--- config.mk ---
export PLATFORM = sky130hd
export DESIGN_NAME = serial_subtractor64
export DESIGN_NICKNAME = d
export VERILOG_FILES = /design/src/rtl/serial_subtractor64.sv
export SDC_FILE = /design/constraint.sdc
export NUM_CORES = 1
export LEC_CHECK = 0
export CELL_PAD_IN_SITES_DETAIL_PLACEMENT = 0
export CELL_PAD_IN_SITES_GLOBAL_PLACEMENT = 2
export CORE_ASPECT_RATIO = 1.75
export CORE_MARGIN = 2
export CORE_UTILIZATION = 29
export CTS_BUF_LIST = sky130_fd_sc_hd__clkbuf_8
export CTS_CLUSTER_SIZE = 16
export DETAILED_ROUTE_END_ITERATION = 16
export PLACE_DENSITY = 0.75
export REMOVE_ABC_BUFFERS = 1
export SLEW_MARGIN = 15
export SYNTH_ARGS = -nofsm -noshare
export SYNTH_HDL_FRONTEND = slang
export SYNTH_SLANG_ARGS = --single-unit
--- constraint.sdc ---
create_clock -name clk_i -period 3.9 [get_ports clk_i]
set_input_delay 0.585 -clock clk_i [delete_from_list [all_inputs] [get_ports clk_i]]
set_output_delay 0.585 -clock clk_i [all_outputs]
set_load 0.1 [all_outputs]
--- src/rtl/serial_subtractor64.sv ---
// Multi-cycle 64-bit subtractor: X - Y - BorrowIn evaluated Chunk bits per clock,
// with a start/busy/done handshake and registered result flags.
module serial_subtractor64 #(
  parameter int unsigned Chunk = 8
) (
  input  logic        clk_i,
  input  logic        rst_ni,
  input  logic        start_i,
  input  logic [63:0] x_i,
  input  logic [63:0] y_i,
  input  logic        borrow_in_i,
  output logic        busy_o,
  output logic        done_o,
  output logic [63:0] difference_o,
  output logic        borrow_out_o,
  output logic        overflow_o
);

  localparam int unsigned NumSlices = 64 / Chunk;
  localparam int unsigned CntW      = (NumSlices > 1) ? $clog2(NumSlices) : 1;
  localparam logic [CntW-1:0] LastCnt = CntW'(NumSlices - 1);

  typedef enum logic [0:0] {StIdle, StRun} state_e;

  state_e            state_q, state_d;
  logic [63:0]       x_q, x_d;
  logic [63:0]       y_q, y_d;
  logic              borrow_q, borrow_d;
  logic [CntW-1:0]   cnt_q, cnt_d;
  logic [63:0]       res_q, res_d;
  logic              done_q, done_d;
  logic [63:0]       diff_q, diff_d;
  logic              bout_q, bout_d;
  logic              ovf_q, ovf_d;

  logic [5:0]        slice_base;
  logic [Chunk:0]    slice_diff;

  // Top bit of the (Chunk+1)-bit difference is the borrow out of this slice.
  assign slice_base = 6'(32'(cnt_q) * Chunk);
  assign slice_diff = {1'b0, x_q[slice_base +: Chunk]} - {1'b0, y_q[slice_base +: Chunk]}
                      - {{Chunk{1'b0}}, borrow_q};

  always_comb begin
    state_d  = state_q;
    x_d      = x_q;
    y_d      = y_q;
    borrow_d = borrow_q;
    cnt_d    = cnt_q;
    res_d    = res_q;
    done_d   = 1'b0;
    diff_d   = diff_q;
    bout_d   = bout_q;
    ovf_d    = ovf_q;

    case (state_q)
      StIdle: begin
        if (start_i) begin
          state_d  = StRun;
          x_d      = x_i;
          y_d      = y_i;
          borrow_d = borrow_in_i;
          cnt_d    = '0;
        end
      end
      StRun: begin
        res_d[slice_base +: Chunk] = slice_diff[Chunk-1:0];
        borrow_d = slice_diff[Chunk];
        cnt_d    = cnt_q + CntW'(1);
        if (cnt_q == LastCnt) begin
          state_d = StIdle;
          cnt_d   = '0;
          done_d  = 1'b1;
          diff_d  = res_d;
          bout_d  = slice_diff[Chunk];
          ovf_d   = (x_q[63] ^ y_q[63]) & (res_d[63] ^ x_q[63]);
        end
      end
      default: state_d = StIdle;
    endcase
  end

  always_ff @(posedge clk_i) begin
    if (!rst_ni) begin
      state_q  <= StIdle;
      x_q      <= '0;
      y_q      <= '0;
      borrow_q <= 1'b0;
      cnt_q    <= '0;
      res_q    <= '0;
      done_q   <= 1'b0;
      diff_q   <= '0;
      bout_q   <= 1'b0;
      ovf_q    <= 1'b0;
    end else begin
      state_q  <= state_d;
      x_q      <= x_d;
      y_q      <= y_d;
      borrow_q <= borrow_d;
      cnt_q    <= cnt_d;
      res_q    <= res_d;
      done_q   <= done_d;
      diff_q   <= diff_d;
      bout_q   <= bout_d;
      ovf_q    <= ovf_d;
    end
  end

  assign busy_o       = (state_q == StRun);
  assign done_o       = done_q;
  assign difference_o = diff_q;
  assign borrow_out_o = bout_q;
  assign overflow_o   = ovf_q;

endmodule

# Word level (Yosys, flattened, before mapping)
# Index checks and enable logic that the tools add are counted.
[totals]
output_inout_bits = 68
register_bits = 264
wordCells = 37
[classes]
n_mux = 10
bitwise = 4
n_reduce_logical = 3
add_sub_neg = 4
shifts = 4
eq_ne = 2
[ops]
columns = ["cell", "n"]
rows = [
  ["variable part select 64 x 7 -> 8 bit", 2],
  ["bitwise mux 64 bit", 1],
  ["variable shift 8 x 8 -> 64 bit, first input constant", 1],
  ["variable part select 8 x 8 -> 64 bit", 1],
  ["subtractor 8 x 8 -> 9 bit", 1],
  ["subtractor 9 x 1 -> 9 bit", 1],
  ["negation 6 -> 8 bit", 1],
  ["two-way mux 3 bit", 2],
  ["one-hot mux 3 bit (2 select lines)", 1],
  ["AND reduction 2 bit", 3],
  ["two-way mux 1 bit", 4],
  ["one-hot mux 1 bit (2 select lines)", 2],
  ["adder 3 x 1 -> 3 bit, second input constant", 1],
  ["equality test 3 bit, second input constant", 1],
  ["!= test 2 bit, second input constant", 1],
  ["bitwise XOR 1 bit", 2],
  ["AND 1 bit", 1],
  ["NOT 1 bit", 1],
]

# Depth between registers and ports, before layout
[logic_depth]
ltp_word = 7
depth_mapped = 16

# Worst setup path after synthesis
# OpenSTA, ideal clock, no wires.
[synth_path]
path_kind = "reg2reg"
from = "register cnt_q[0]"
to = "register diff_q[39], in the netlist difference_o[39]"
slack_ps = 190
period_less_slack_ps = 3710
arrival_time_ps = 3587
setup_ps = 123
n_path_buf = 3
stages_incl_launch_ff = 17
cell_sequence = "dfxtp_1 buf_2 buf_2 mux4_2 nand2_1 nand2_1 ha_1 inv_1 ha_1 and2_1 a221oi_1 o21ai_0 or3_1 and2_4 nand2b_4 buf_12 o21ai_2"
[synth_between]
elab_chain_len = 5
word_cells_on_any_way = 10
cone_classes = "add/sub (3); eq/ne (1); shift (4); mux (1); reduce/logical (1)"
[synth_rtl]
columns = ["item", "line", "rtl"]
rows = [
  ["start: declaration", "29", "logic [CntW-1:0] cnt_q, cnt_d;"],
  ["start signal: assignment", "100", "cnt_q <= cnt_d;"],
  ["variable part select 64 x 7 -> 8 bit", "41", "assign slice_diff = {1'b0, x_q[slice_base +: Chunk]} - {1'b0, y_q[slice_base +: Chunk]}"],
  ["subtractor 8 x 8 -> 9 bit", "41", ""],
  ["subtractor 9 x 1 -> 9 bit", "42", "- {{Chunk{1'b0}}, borrow_q};"],
  ["variable part select 8 x 8 -> 64 bit", "67", "res_d[slice_base +: Chunk] = slice_diff[Chunk-1:0];"],
  ["bitwise mux 64 bit", "67", ""],
  ["end signal: assignment", "103", "diff_q <= diff_d;"],
  ["end: declaration", "32", "logic [63:0] diff_q, diff_d;"],
]
# Parallel ways exist; a longest one is shown, timed or not.
# A chain may end at the register's enable or synchronous reset.

# Final worst setup path
[layout_path]
from = "register cnt_q[0]"
to = "register res_q[47]"
[layout_between]
elab_chain_len = 5
word_cells_on_any_way = 8
cone_classes = "add/sub (3); shift (4); mux (1)"
[layout_rtl]
columns = ["item", "line", "rtl"]
rows = [
  ["variable part select 64 x 7 -> 8 bit", "41", ""],
  ["subtractor 8 x 8 -> 9 bit", "41", ""],
  ["subtractor 9 x 1 -> 9 bit", "42", ""],
  ["variable part select 8 x 8 -> 64 bit", "67", ""],
  ["bitwise mux 64 bit (*)", "67", ""],
  ["end signal: assignment", "101", "res_q <= res_d;"],
  ["end: declaration", "30", "logic [63:0] res_q, res_d;"],
]
# Mark *: on every way between the ends. The rest lies on a longest branch, timed or not.

==> results.sh <==
export IMPL_simple_gate_share_of_the_synthesized_area=0.186
export IMPL_fin_worst_skew_ps=38.0
export IMPL_crit_buf_inv=3
export IMPL_static_leakage_power_nw=5.32
export IMPL_floorplan_die_area_um2=39600
export IMPL_synth_avg_cell_area_um2=8.55
export IMPL_floorplan_io_pins=200
export IMPL_clk_insertion_delay_late_ps=570
export IMPL_fp_row_count=94
export IMPL_holdBufCountCts=0
export IMPL_timing_max_transition_violations_final=0
export IMPL_cts_root_to_sink_buffers=3
export IMPL_peakVddDrop_mv=0.186
export IMPL_hold_viol_final=0
export IMPL_synth_mux_area_frac=0.0873
export IMPL_p_per_area_nw_per_um2=438
export IMPL_ys_top_cells_by_area="sky130_fd_sc_hd__dfxtp_1 48%, sky130_fd_sc_hd__nand2_1 12%, sky130_fd_sc_hd__a21oi_1 7.4%, sky130_fd_sc_hd__mux4_2 6.1%, sky130_fd_sc_hd__o21ai_0 3.0%"
export IMPL_timing_setup_tns_ps=0
export IMPL_floorplan_initialDensity=0.294
export IMPL_grt_setup_unrepaired="no"
export IMPL_final_min_clock_period_ps=3600
export IMPL_ctsHtreeMaxLevel=2
export IMPL_detail_route_vias_per_cell=4.86
export IMPL_max_freq_ghz=0.278
export IMPL_cts_root_buffer_cell="sky130_fd_sc_hd__clkbuf_8"
export IMPL_worst_path_largest_cell_delay_ps=510
export IMPL_core_region_area_um2=37500
export IMPL_place_detailed_hpwl_um=24600
export IMPL_drtAntennaViolNets=0
export IMPL_synth_largest_area_cell="sky130_fd_sc_hd__dfxtp_1"
export IMPL_fillers=3847
export IMPL_syn_cell_area_um2=11000
export IMPL_via_count=9669
export IMPL_gr_usage_met2=0.338
export IMPL_global_route_usage_total=0.173
export IMPL_ys_warns=0
export IMPL_clock_sinks=264
export IMPL_grtUsageMet1=0.187
export IMPL_grt_max_degree=129
export IMPL_crit_chain="buf_12 > mux4_2 > mux2i_1 > buf_4 > ha_1 > inv_1 > ha_1 > and2_1 > a221oi_1 > o21ai_0 > or3_1 > and2_4 > nand2b_4 > o31ai_1"
export IMPL_slew_limit_headroom=0.258
export IMPL_groute_layer_met3_usage=0.0240
export IMPL_timing_critical_path_max_delay_family="simple AND/OR/NAND/NOR gates"
export IMPL_gpl_final_weighted_congestion=0.752
export IMPL_ys_top_cells_by_count="341 x sky130_fd_sc_hd__nand2_1, 264 x sky130_fd_sc_hd__dfxtp_1, 162 x sky130_fd_sc_hd__a21oi_1, 81 x sky130_fd_sc_hd__clkbuf_1, 67 x sky130_fd_sc_hd__o21ai_0"
export IMPL_critPathRequiredTime_ps=4330
export IMPL_final_setup_viol_count=0
export IMPL_global_route_overflow_total=0
export IMPL_outcome="finished clean"
export IMPL_arrival_worst_endpoint_ps=4030
export IMPL_drt_pass1_iterations=5
export IMPL_chipWidth_um=151
export IMPL_area_added_between_synthesis_and_finish_pct=32.6
export IMPL_tightestPinTransition_ps=1110
export IMPL_synthesis_instances=1289
export IMPL_fin_nets=1634
export IMPL_synth_distinct_cells=53
export IMPL_clkSlewWorstSetupHoldPaths_ps=70
export IMPL_synth_adder_area_share=0.0252
export IMPL_synth_top_flop_cell="sky130_fd_sc_hd__dfxtp_1"
export IMPL_totalWireLength_um=34500
export IMPL_synthDominantCellAreaShare=0.480
export IMPL_endpoint_kind="register"
export IMPL_drive_above_1_share=0.111
export IMPL_grt_first_pass_wirelength_um=52900
export IMPL_timing_max_cap_violations=0
export IMPL_synth_seq_cells=264
export IMPL_clock_tree_from_tritoncts="yes"
export IMPL_buffer_ports_inserted=199
export IMPL_yosysMostFrequentCell="sky130_fd_sc_hd__nand2_1"
export IMPL_critPathKind="register to register"
export IMPL_synth_edf_count=0
export IMPL_grt_busiest_layer="met2"
export IMPL_grt_antenna_before_repair=1
export IMPL_drtIter0Drc=486
export IMPL_routedWlPerCell_um=17.3
export IMPL_crit_top_cell="sky130_fd_sc_hd__ha_1"
export IMPL_layout_worst_path_cycle_share=0.923
export IMPL_combinational_family_with_the_most_area_after_synthesis="simple AND/OR/NAND/NOR gates"
export IMPL_critical_path_slowest_cell="sky130_fd_sc_hd__mux4_2"
export IMPL_path_max_fanout=12
export IMPL_ys_seq_area_frac=0.480
export IMPL_start_kind="register"
export IMPL_number_of_remaining_drc_errors=0
export IMPL_grt_pass1_vias=9660
export IMPL_cts_buffers=41
export IMPL_finalCoreUtilization=0.389
export IMPL_post_synthesis_compound_gate_area_fraction=0.175
export IMPL_synth_async_reset_ratio=0
export IMPL_holdCritPathClass="register to register"
export IMPL_xor_xnor_fraction_of_synth_area=0.00398
export IMPL_die_h_um=262
## cell usage in the layout, fill, tap and decap left out, types with 22 or more instances in the layout
cell and n:
sky130_fd_sc_hd__nand2_1 341, sky130_fd_sc_hd__clkbuf_8 56, sky130_fd_sc_hd__dfxtp_1 261, sky130_fd_sc_hd__o21ai_0 67, sky130_fd_sc_hd__clkdlybuf4s50_1 199, sky130_fd_sc_hd__a211oi_1 27, sky130_fd_sc_hd__buf_4 42, sky130_fd_sc_hd__nor2_1 66
sky130_fd_sc_hd__inv_1 26, sky130_fd_sc_hd__a21oi_1 161, sky130_fd_sc_hd__nand3_1 30, sky130_fd_sc_hd__mux4_2 30, sky130_fd_sc_hd__mux2i_1 22
## report_power, final
part | internal (mW) | switching (mW)
registers | 2.80 | 0.0555
logic | 0.420 | 0.527
clock network | 1.48 | 1.11
## flip-flops by register name, summed over array words and instances, names as in the netlist
register / cells
overflow_o: 1
res_q: 64
borrow_q: 1
cnt_q: 3
y_q: 64
busy_o: 1
done_o: 1
borrow_out_o: 1
x_q: 64
difference_o: 64
## cell families after synthesis
kind of cell | Yosys count
fa+ha+maj | 21
simple gates | 497
compound gates | 328
buf+inv | 119
flops | 264
mux | 55
xor+xnor | 5
## metal layers
metal	up-vias	part of all wire
met5	-	0
met4	0	0.026
met3	53	0.037
met2	211	0.56
met1	4555	0.38
li1	4850	-
## final timing paths
path | startpoint | endpoint | slack, ps | cells after the start
max | cnt_q[0] | res_q[47] | 300 | 14
min | x_q[17] | x_q[17] | 450 | 2
max reg2reg | cnt_q[0] | res_q[47] | 300 | 14
min reg2reg | x_q[17] | x_q[17] | 450 | 2
## area by class of cell
cell class                 count  area (um^2)  area share
sequential                   264         5290       0.362
multi-input combinational    906         5280       0.362
timing repair buffer         247         2430       0.166
clock buffer                  56          771      0.0528
tap                          480          601      0.0411
clock inverter                15          148      0.0101
inverter                      21         83.8     0.00574
antenna                        1         2.50    0.000171
## metrics by stage
stage               hold WS (ps)  instance area (um^2)  std cells  power [mW]  setup WS (ps)
global placement             439                 13600       1914        3.86            162
detailed placement           444                 13600       1914        3.87            120
CTS                          453                 14600       1985        6.50           83.9
finish                       449                 14600       1990        6.39            301
floorplan                    432                 10600       1191        3.44          -2250
global route                 472                 14600       1990        6.70           9.40
## what timing repair did
item,4_1_cts,5_1_grt
setup endpoints to repair,0,32
setup buffers,0,4
gates resized for setup,0,0
## worst reg2reg max path, delay by kind of cell, from the launching register on
family / cells / cell delay (ps)
AND/OR/NAND/NOR: 4 / 950
AO/OA/AOI/OAI: 3 / 580
adder cells (fa/ha/maj): 2 / 450
multiplexers: 2 / 680
flip-flops: 1 / 460
buffers and inverters: 3 / 370
Note: power is estimated with default switching activity, not from simulation.
